<file path="config.mk">
export PLATFORM = sky130hd
export DESIGN_NAME = instr_fetch_unit
export DESIGN_NICKNAME = d
export VERILOG_FILES = /design/src/rtl/instr_fetch_unit.sv
export SDC_FILE = /design/constraint.sdc
export NUM_CORES = 1
export LEC_CHECK = 0
export BUFFER_PORTS_ARGS = -buffer_cell sky130_fd_sc_hd__buf_2
export CORE_MARGIN = 2
export CORE_UTILIZATION = 55
export CTS_BUF_LIST = sky130_fd_sc_hd__clkbuf_4 sky130_fd_sc_hd__clkbuf_8 sky130_fd_sc_hd__clkbuf_16
export DETAILED_ROUTE_END_ITERATION = 6
export GPL_ROUTABILITY_DRIVEN = 0
export GPL_TIMING_DRIVEN = 0
export PLACE_DENSITY = 0.87
export SLEW_MARGIN = 20
export SYNTH_ARGS = -nofsm -noshare
export SYNTH_HDL_FRONTEND = slang
export SYNTH_SLANG_ARGS = --single-unit
</file>
<file path="constraint.sdc">
create_clock -name clk -period 8.5 [get_ports clk]
set_input_delay 0 -clock clk [delete_from_list [all_inputs] [get_ports clk]]
set_output_delay 0 -clock clk [all_outputs]
set_load 0.02 [all_outputs]
</file>
<file path="src/rtl/instr_fetch_unit.sv">
// Instruction fetch stage: owns the PC, issues word fetches over a
// valid/ready port with in-order variable-latency responses, buffers
// returned instructions with their PCs, and handles redirects by
// flushing the buffer and discarding stale in-flight responses.
module instr_fetch_unit #(
   parameter int              PC_W     = 16,
   parameter logic [PC_W-1:0] RESET_PC = '0,
   parameter int              DEPTH    = 2
) (
   input  logic            clk,
   input  logic            reset,
   output logic            imem_req_valid,
   output logic [PC_W-1:0] imem_req_addr,
   input  logic            imem_req_ready,
   input  logic            imem_rsp_valid,
   input  logic [31:0]     imem_rsp_data,
   input  logic            redirect_valid,
   input  logic [PC_W-1:0] redirect_pc,
   output logic            instr_valid,
   output logic [31:0]     instr,
   output logic [PC_W-1:0] instr_pc,
   output logic [PC_W-1:0] instr_pc4,
   input  logic            instr_ready,
   output logic [PC_W-1:0] pc_out
);
   localparam int PTR_W = (DEPTH > 1) ? $clog2(DEPTH) : 1;
   localparam int CNT_W = $clog2(DEPTH) + 1;
   localparam logic [CNT_W:0] DEPTH_W = (CNT_W+1)'(DEPTH);

   typedef enum logic [1:0] {BOOT, RUN, FLUSH} state_t;

   state_t            state_q;
   logic [PC_W-1:0]   fetch_pc_q, fetch_pc_d;
   logic [CNT_W-1:0]  outstanding_q, outstanding_d;
   logic [CNT_W-1:0]  drop_cnt_q, drop_cnt_d;
   logic [CNT_W-1:0]  fifo_count_q, fifo_count_d;
   logic [PTR_W-1:0]  fifo_wr_q, fifo_wr_d;
   logic [PTR_W-1:0]  fifo_rd_q, fifo_rd_d;
   logic [PTR_W-1:0]  pcq_wr_q, pcq_rd_q;

   logic [31:0]       fifo_data_q [DEPTH];
   logic [PC_W-1:0]   fifo_pc_q   [DEPTH];
   logic [PC_W-1:0]   pcq_mem_q   [DEPTH];

   logic [CNT_W:0]    occupancy;
   logic              req_fire;
   logic              rsp_drop;
   logic              fifo_push;
   logic              fifo_pop;
   logic              unused_redirect_low;

   // The low two redirect bits are forced to zero, so they are never read.
   assign unused_redirect_low = ^redirect_pc[1:0];

   // Space is reserved for every outstanding request, so the FIFO cannot overflow.
   assign occupancy      = {1'b0, outstanding_q} + {1'b0, fifo_count_q};
   assign imem_req_valid = (state_q != BOOT) && (occupancy < DEPTH_W) && !redirect_valid;
   assign imem_req_addr  = fetch_pc_q;
   assign pc_out         = fetch_pc_q;
   assign req_fire       = imem_req_valid && imem_req_ready;

   // A response in the redirect cycle belongs to the old path and is dropped too.
   assign rsp_drop  = imem_rsp_valid && ((drop_cnt_q != '0) || redirect_valid);
   assign fifo_push = imem_rsp_valid && !rsp_drop;
   assign fifo_pop  = instr_valid && instr_ready;

   // Decode sees the FIFO head; an empty FIFO presents zeros.
   assign instr_valid = (fifo_count_q != '0);
   assign instr       = instr_valid ? fifo_data_q[fifo_rd_q] : 32'h0;
   assign instr_pc    = instr_valid ? fifo_pc_q[fifo_rd_q] : '0;
   assign instr_pc4   = instr_pc + PC_W'(4);

   // Next-state arithmetic for counters, FIFO pointers and the fetch PC.
   always_comb begin
      outstanding_d = outstanding_q + CNT_W'(req_fire) - CNT_W'(imem_rsp_valid);
      drop_cnt_d    = drop_cnt_q;
      fifo_count_d  = fifo_count_q + CNT_W'(fifo_push) - CNT_W'(fifo_pop);
      fifo_wr_d     = fifo_push ? fifo_wr_q + PTR_W'(1) : fifo_wr_q;
      fifo_rd_d     = fifo_pop  ? fifo_rd_q + PTR_W'(1) : fifo_rd_q;
      fetch_pc_d    = req_fire  ? fetch_pc_q + PC_W'(4) : fetch_pc_q;
      if (redirect_valid) begin
         // Every request still in flight after this cycle is from the old path.
         drop_cnt_d   = outstanding_d;
         fifo_count_d = '0;
         fifo_rd_d    = fifo_wr_q;
         fetch_pc_d   = {redirect_pc[PC_W-1:2], 2'b00};
      end else if (imem_rsp_valid && (drop_cnt_q != '0)) begin
         drop_cnt_d = drop_cnt_q - CNT_W'(1);
      end
   end

   // Boot/run/flush sequencing; BOOT holds off fetch for one cycle after reset.
   always_ff @(posedge clk) begin
      if (reset) begin
         state_q <= BOOT;
      end else begin
         case (state_q)
            BOOT:    state_q <= RUN;
            RUN:     if (redirect_valid && (drop_cnt_d != '0)) state_q <= FLUSH;
            FLUSH:   if (!redirect_valid && (drop_cnt_d == '0)) state_q <= RUN;
            default: state_q <= BOOT;
         endcase
      end
   end

   // Counters, pointers and the program counter.
   always_ff @(posedge clk) begin
      if (reset) begin
         fetch_pc_q    <= RESET_PC;
         outstanding_q <= '0;
         drop_cnt_q    <= '0;
         fifo_count_q  <= '0;
         fifo_wr_q     <= '0;
         fifo_rd_q     <= '0;
         pcq_wr_q      <= '0;
         pcq_rd_q      <= '0;
      end else begin
         fetch_pc_q    <= fetch_pc_d;
         outstanding_q <= outstanding_d;
         drop_cnt_q    <= drop_cnt_d;
         fifo_count_q  <= fifo_count_d;
         fifo_wr_q     <= fifo_wr_d;
         fifo_rd_q     <= fifo_rd_d;
         if (req_fire)       pcq_wr_q <= pcq_wr_q + PTR_W'(1);
         if (imem_rsp_valid) pcq_rd_q <= pcq_rd_q + PTR_W'(1);
      end
   end

   // Per-entry storage: the PC queue remembers each request address until
   // its response returns, and the FIFO keeps instruction plus PC.
   for (genvar gi = 0; gi < DEPTH; gi++) begin : g_entry
      // Capture the request PC when the request is accepted.
      always_ff @(posedge clk) begin
         if (req_fire && (pcq_wr_q == PTR_W'(gi))) begin
            pcq_mem_q[gi] <= fetch_pc_q;
         end
      end

      // Write a kept response and its request PC at the FIFO tail.
      always_ff @(posedge clk) begin
         if (fifo_push && (fifo_wr_q == PTR_W'(gi))) begin
            fifo_data_q[gi] <= imem_rsp_data;
            fifo_pc_q[gi]   <= pcq_mem_q[pcq_rd_q];
         end
      end
   end

endmodule

</file>
* Word-level counts from Yosys, hierarchy flattened
Memories as Yosys holds them, arrays and structs flattened. A register that Yosys moved wholly into a read port is not among the register bits.
Index checks and enable logic that the tools add are counted.
Widths: inputs -> output; s select.
** Storage, ports and cells
- Register bits :: 28
- Memory bits (writable) :: 128
- Input port bits :: 54
- Output and inout bits :: 98
- Memories :: 3
** Operators by class
- Add/subtract/negate cells :: 12
- Order comparisons :: 1
- Equality and inequality tests :: 4
- Multiplexer cells :: 34
- Bitwise gates (word level) :: 2
- Reductions and logical operators :: 29
** Memory list
- fifo_data_q :: depth 2, bits a word 32, read ports 1, clocked after memory_dff 1, wr ports 1, RTL line 41 : logic [31:0] fifo_data_q [DEPTH];
- fifo_pc_q :: depth 2, bits a word 16, read ports 1, clocked after memory_dff 1, wr ports 1, RTL line 42 : logic [PC_W-1:0] fifo_pc_q [DEPTH];
- pcq_mem_q :: depth 2, bits a word 16, read ports 1, clocked after memory_dff 1, wr ports 1, RTL line 43 : logic [PC_W-1:0] pcq_mem_q [DEPTH];
** Operators by type and width (count)
- $mux 16 :: 5
- $mux 32 :: 2
- $add 16x3->16 const B :: 2
- $reduce_or 16->1 :: 2
- $reduce_or 32->1 :: 1
- $mux 1 :: 22
- $logic_and 1x1->1 :: 13
- $reduce_bool 2->1 :: 6
- $mux 2 :: 4
- $pmux 2 s3 :: 1
- $add 1x1->1 const B :: 4
- $add 2x1->2 :: 2
- $logic_not 2->1 :: 2
- $ne 2x2->1 const B :: 2
- $sub 2x1->2 :: 2
- $add 2x2->3 :: 1
- $lt 3x2->1 const B :: 1
- $eq 2x1->1 const B :: 1
- $eq 2x2->1 const B :: 1
- $logic_not 1->1 :: 2
- $not 1->1 :: 2
- $reduce_and 2->1 :: 1
- $reduce_or 2->1 :: 1
- $sub 2x1->2 const B :: 1
- $logic_or 1x1->1 :: 1

* Depth between registers and ports, before layout
- Depth in word-level cells :: 12
- Gate-level depth with buffers :: 13
- Depth with buffers taken out :: 12

* Worst setup path before layout
OpenSTA, ideal clock, no wires.
- Path type :: reg-to-reg
- Start point :: register drop_cnt_q[0]
- End point :: memory fifo_data_q[0][0], enable pin
- Library setup time :: 450 ps
- Arrival :: 2615 ps
- Slack :: 5435 ps
- Cell stages (with the launch flop) :: 5
- Buffers on the path :: 0
- Cell sequence :: dfxtp_1 -> inv_1 -> ha_1 -> nand3_1 -> nor2_1
** Between the ends
- Word-level cells in the longest chain between the ends :: 10
- Elaborated cells between the ends (all ways) :: 14
** Ends and longest elaborated chain
- start: declaration :: RTL line 35 : logic [CNT_W-1:0] drop_cnt_q, drop_cnt_d;
- start signal: assignment :: RTL line 120 : drop_cnt_q <= drop_cnt_d;
- $reduce_bool 2->1 * :: RTL line 63 : assign rsp_drop = imem_rsp_valid && ((drop_cnt_q != '0) || redirect_valid);
- $logic_or 1x1->1 * :: RTL line 63
- $logic_and 1x1->1 * :: RTL line 63
- $logic_not 1->1 * :: RTL line 64 : assign fifo_push = imem_rsp_valid && !rsp_drop;
- $logic_and 1x1->1 * :: RTL line 64
- $logic_and 1x1->1 :: RTL line 141 : if (fifo_push && (fifo_wr_q == PTR_W'(gi))) begin
- $mux 1 :: RTL line 141
- $mux 1 (not written as such) :: RTL line 142 : fifo_data_q[gi] <= imem_rsp_data;
- $reduce_or 32->1 (no line)
- $mux 1 (no line)
- end: declaration :: RTL line 41
Every way passes the cells marked *; elsewhere a longest branch is shown, timed or not.

* Worst setup path in the final report
- Start point :: register fifo_count_q[0]
- End point :: register state_q[0]
** Between the ends
- Word-level cells in the longest chain between the ends :: 12
- Elaborated cells between the ends (all ways) :: 15
** Ends and longest elaborated chain
- start: declaration :: RTL line 36 : logic [CNT_W-1:0] fifo_count_q, fifo_count_d;
- start signal: assignment :: RTL line 121 : fifo_count_q <= fifo_count_d;
- $add 2x2->3 * :: RTL line 56 : assign occupancy = {1'b0, outstanding_q} + {1'b0, fifo_count_q};
- $lt 3x2->1 * :: RTL line 57 : assign imem_req_valid = (state_q != BOOT) && (occupancy < DEPTH_W) && !redirect_valid;
- $logic_and 1x1->1 * (2 in series) :: RTL line 57
- $logic_and 1x1->1 * :: RTL line 60 : assign req_fire = imem_req_valid && imem_req_ready;
- $add 2x1->2 * :: RTL line 75 : outstanding_d = outstanding_q + CNT_W'(req_fire) - CNT_W'(imem_rsp_valid);
- $sub 2x1->2 * :: RTL line 75
- $mux 2 * :: RTL line 81 : if (redirect_valid) begin
- $logic_not 2->1 / $reduce_bool 2->1 (equally long branches) :: RTL line 100, 99
- $logic_and 1x1->1 (on tied branches) :: RTL line 100, 99
- $ne 2x2->1 (no line)
- $reduce_and 2->1 (no line) *
- end signal: assignment :: RTL line 99 : RUN: if (redirect_valid && (drop_cnt_d != '0)) state_q <= FLUSH;
- end signal: assignment :: RTL line 100 : FLUSH: if (!redirect_valid && (drop_cnt_d == '0)) state_q <= RUN;
- end signal: assignment :: RTL line 101 : default: state_q <= BOOT;
- end: declaration :: RTL line 32 : state_t state_q;
Marks and branches as above.
A chain may end at the register's enable or synchronous reset.

==> results.py <==
metrics = {
    "status": {
        "outcome": "completed",
    },
    "logic_synthesis": {
        "synth_top_area_cell": "edfxtp_1",
        "synth_seq_area_share_pct": 65.1,
        "synth_area_um2": 6400,
        "synth_top_cells_by_area": "edfxtp_1, dfxtp_1, mux2i_1",
        "synth_cell_type_count": 51,
        "synth_ff_type": "edfxtp_1",
        "synth_top_area_share_pct": 56.3,
        "synth_edf_count": 120,
        "ys.warnings.count": 0,
        "async_flop_share_pct": 0,
        "syn_area_per_cell_um2": 13.5,
        "ys_ff_latch": 148,
        "postSynthCellCount": 474,
    },
    "placement": {
        "hpwl_um": 9150,
        "io_buffer_count": 140,
        "dp_cells": 766,
        "place_area_um2": 7370,
    },
    "critical_path": {
        "worst-path-buf-inv": 2,
        "critical_path_required_ps": 8840,
        "path_class": "flop to flop",
        "cp-end-kind": "flop",
        "path_cells": "and2_1 > fa_1 > nor2_1 > o2111ai_2 > buf_2 > ha_1 > inv_1 > ha_1 > xor2_1 > xnor2_1 > a21oi_1 > o22a_1 > nor2_1",
        "cp_num_cells": 13,
        "arrival_ps": 3480,
        "startpoint_type": "flop",
        "slowest_delay_ps": 450,
        "slowest_stage": "fa_1",
        "rr_worst_depth": 13,
        "worst-path-max-fanout": 10,
        "critical_path.top_delay_family": "adder cells",
    },
    "cts": {
        "clkTransAtPathRegs_ps": 60,
        "root_buffer": "clkbuf_16",
        "cts_sinks": 148,
        "clk_latency_ps": 410,
        "htreeDepth": 4,
        "clockBufferDepth": 2,
        "cts_tree": "built",
        "post_cts_buffers": 0,
        "numCtsBuffers": 17,
    },
    "timing": {
        "max_freq_ghz": 0.319,
        "hold_slack_ps": 24.5,
        "relSlewSlack_pct": 49.6,
        "worstMarginPinSlew_ps": 754,
        "finalSetupViolCount": 0,
        "setup_tns_ps": 0,
        "rsz0062_at_grt": "false",
        "min_period_over_period_pct": 36.9,
        "slew_viol_final": 0,
        "min_period_ps": 3130,
        "skew_ps": 9.24,
        "timing_hold_violations_final": 0,
    },
    "cells_and_area": {
        "n_antenna_cell": 0,
        "fin_cells": 845,
        "mostFrequentLayoutCell": "buf_2",
        "multi_input_area_um2": 1980,
        "num-fill-cells": 716,
        "postLayoutCellArea_um2": 8460,
        "final_nets": 751,
        "layout.cells.most_common_list": "buf_2, edfxtp_1, nor2_1, dlygate4sd3_1, mux2i_1",
        "syn_to_final_growth_pct": 32.2,
        "drive_gt1_share_pct": 33.8,
        "seq_area_um2": 4160,
    },
    "grt": {
        "track_usage_pct": 22.2,
        "grt_pass1_wl_um": 21900,
        "antenna_found_initial": 0,
        "grt_pass1_vias": 4578,
        "grt_max_degree": 25,
        "grt-ovfl-total": 0,
    },
    "routing": {
        "viasPerCell": 5.29,
        "vias": 4471,
        "drtIter0Drc": 250,
        "firstDrtPassIters": 5,
        "wirelength_um": 13800,
        "drc": 0,
        "avgRoutedWirePerCell_um": 16.4,
        "drtAntennaViolNets": 0,
    },
    "die": {
        "core_area_um2": 11400,
        "die_w_um": 112,
        "io_pins": 152,
        "fp.dieArea_um2": 12500,
        "die_h_um": 112,
        "start_util_pct": 56.3,
        "placementRows": 39,
    },
    "power": {
        "p_per_area_nw_per_um2": 218,
        "p_leak_nw": 3.46,
        "vdd.ir_drop.worst_mv": 0.126,
    },
    "min_path": {
        "hold_depth": 4,
        "hp-class": "primary input to flop",
    },
    "flow_run": {
        "cap_violations": 0,
    },
}
==> synthesized netlist by cell type, types with 3 or more instances <==
cell type	instances
buf_4	23
nor2_1	71
mux2i_1	46
nor3b_1	4
dfxtp_1	28
nand2_1	13
mux2_2	15
clkbuf_1	7
a31oi_1	7
o22ai_1	4
o21ai_0	10
inv_1	9
and3_1	4
xnor2_1	13
nor3_1	3
ha_1	7
nand3_1	14
and2_1	6
edfxtp_1	120
xor2_1	12
a21oi_1	15
buf_2	9
==> worst register-to-register path, cell delays in order, from the launching register on <==
cell	delay, ps
dfxtp_1	380
and2_1	160
fa_1	450
nor2_1	160
o2111ai_2	260
buf_2	300
ha_1	290
inv_1	40
ha_1	180
xor2_1	150
xnor2_1	290
a21oi_1	150
o22a_1	190
nor2_1	70
==> layer usage <==
layer | global-route usage [%] | wire length [µm]
met1 | 26.7 | 5740
met2 | 38.8 | 7040
met3 | 5.77 | 870
met4 | 7.82 | 171
met5 | 0 | 0
==> layout make-up <==
type	count	area share, %
inverter	10	0.444
clock inverter	9	1.15
sequential	148	49.2
buffer	41	3.19
clock buffer	23	6.12
tap	143	2.11
timing repair buffer	189	14.4
multi-input combinational	282	23.4
==> stage by stage <==
step	utilization, %	worst slack [ps]	power (mW)
after floorplan	-	5440	1.01
after CTS	74.4	5420	1.85
after global placement	64.3	4440	1.07
after global routing	74.4	5230	1.91
final	74.4	5370	1.84
after detailed placement	64.8	5460	1.09
==> power by group <==
part	total [mW]	switching (mW)	internal [mW]
sequential	0.852	0.0246	0.828
clock	0.751	0.265	0.486
combinational	0.241	0.140	0.101
total	1.84	0.429	1.41
==> state kept, by name, indices dropped and copies added (netlist names), named ones only <==
signal         flops
state_q            2
fifo_wr_q          1
pcq_wr_q           1
pcq_mem_q         28
fifo_pc_q         28
drop_cnt_q         2
outstanding_q      2
fifo_data_q       64
fifo_count_q       2
imem_req_addr     14
pcq_rd_q           1
fifo_rd_q          1
==> cell families after synthesis <==
| family | Yosys count | share of synthesized area, % |
|---|---|---|
| AOI/OAI and AO/OA | 46 | 4.59 |
| and+or+nand+nor | 134 | 10.6 |
| xor gates and xnor gates | 25 | 3.42 |
| other | 1 | 0.0586 |
| muxes | 61 | 9.83 |
| adders and majority gates | 8 | 1.68 |
| DFF | 148 | 65.1 |
| buffers and inverters | 51 | 4.81 |
==> final timing paths <==
| kind | slack, ps | start | endpoint |
|---|---|---|---|
| max | 5370 | fifo_count_q[0] | state_q[0] |
| min | 20 | redirect_pc[14] | imem_req_addr[14] |
| min reg2reg | 540 | pcq_rd_q | pcq_rd_q |
| max reg2reg | 5370 | fifo_count_q[0] | state_q[0] |
==> repair_timing <==
action / CTS / global route
setup endpoints to repair: 0 / 0
endpoints found under the hold margin: 80 / 0
hold buffers: 47 / 0
gates resized for setup: 0 / 0
No activity file was read; power rests on OpenSTA's default activity.
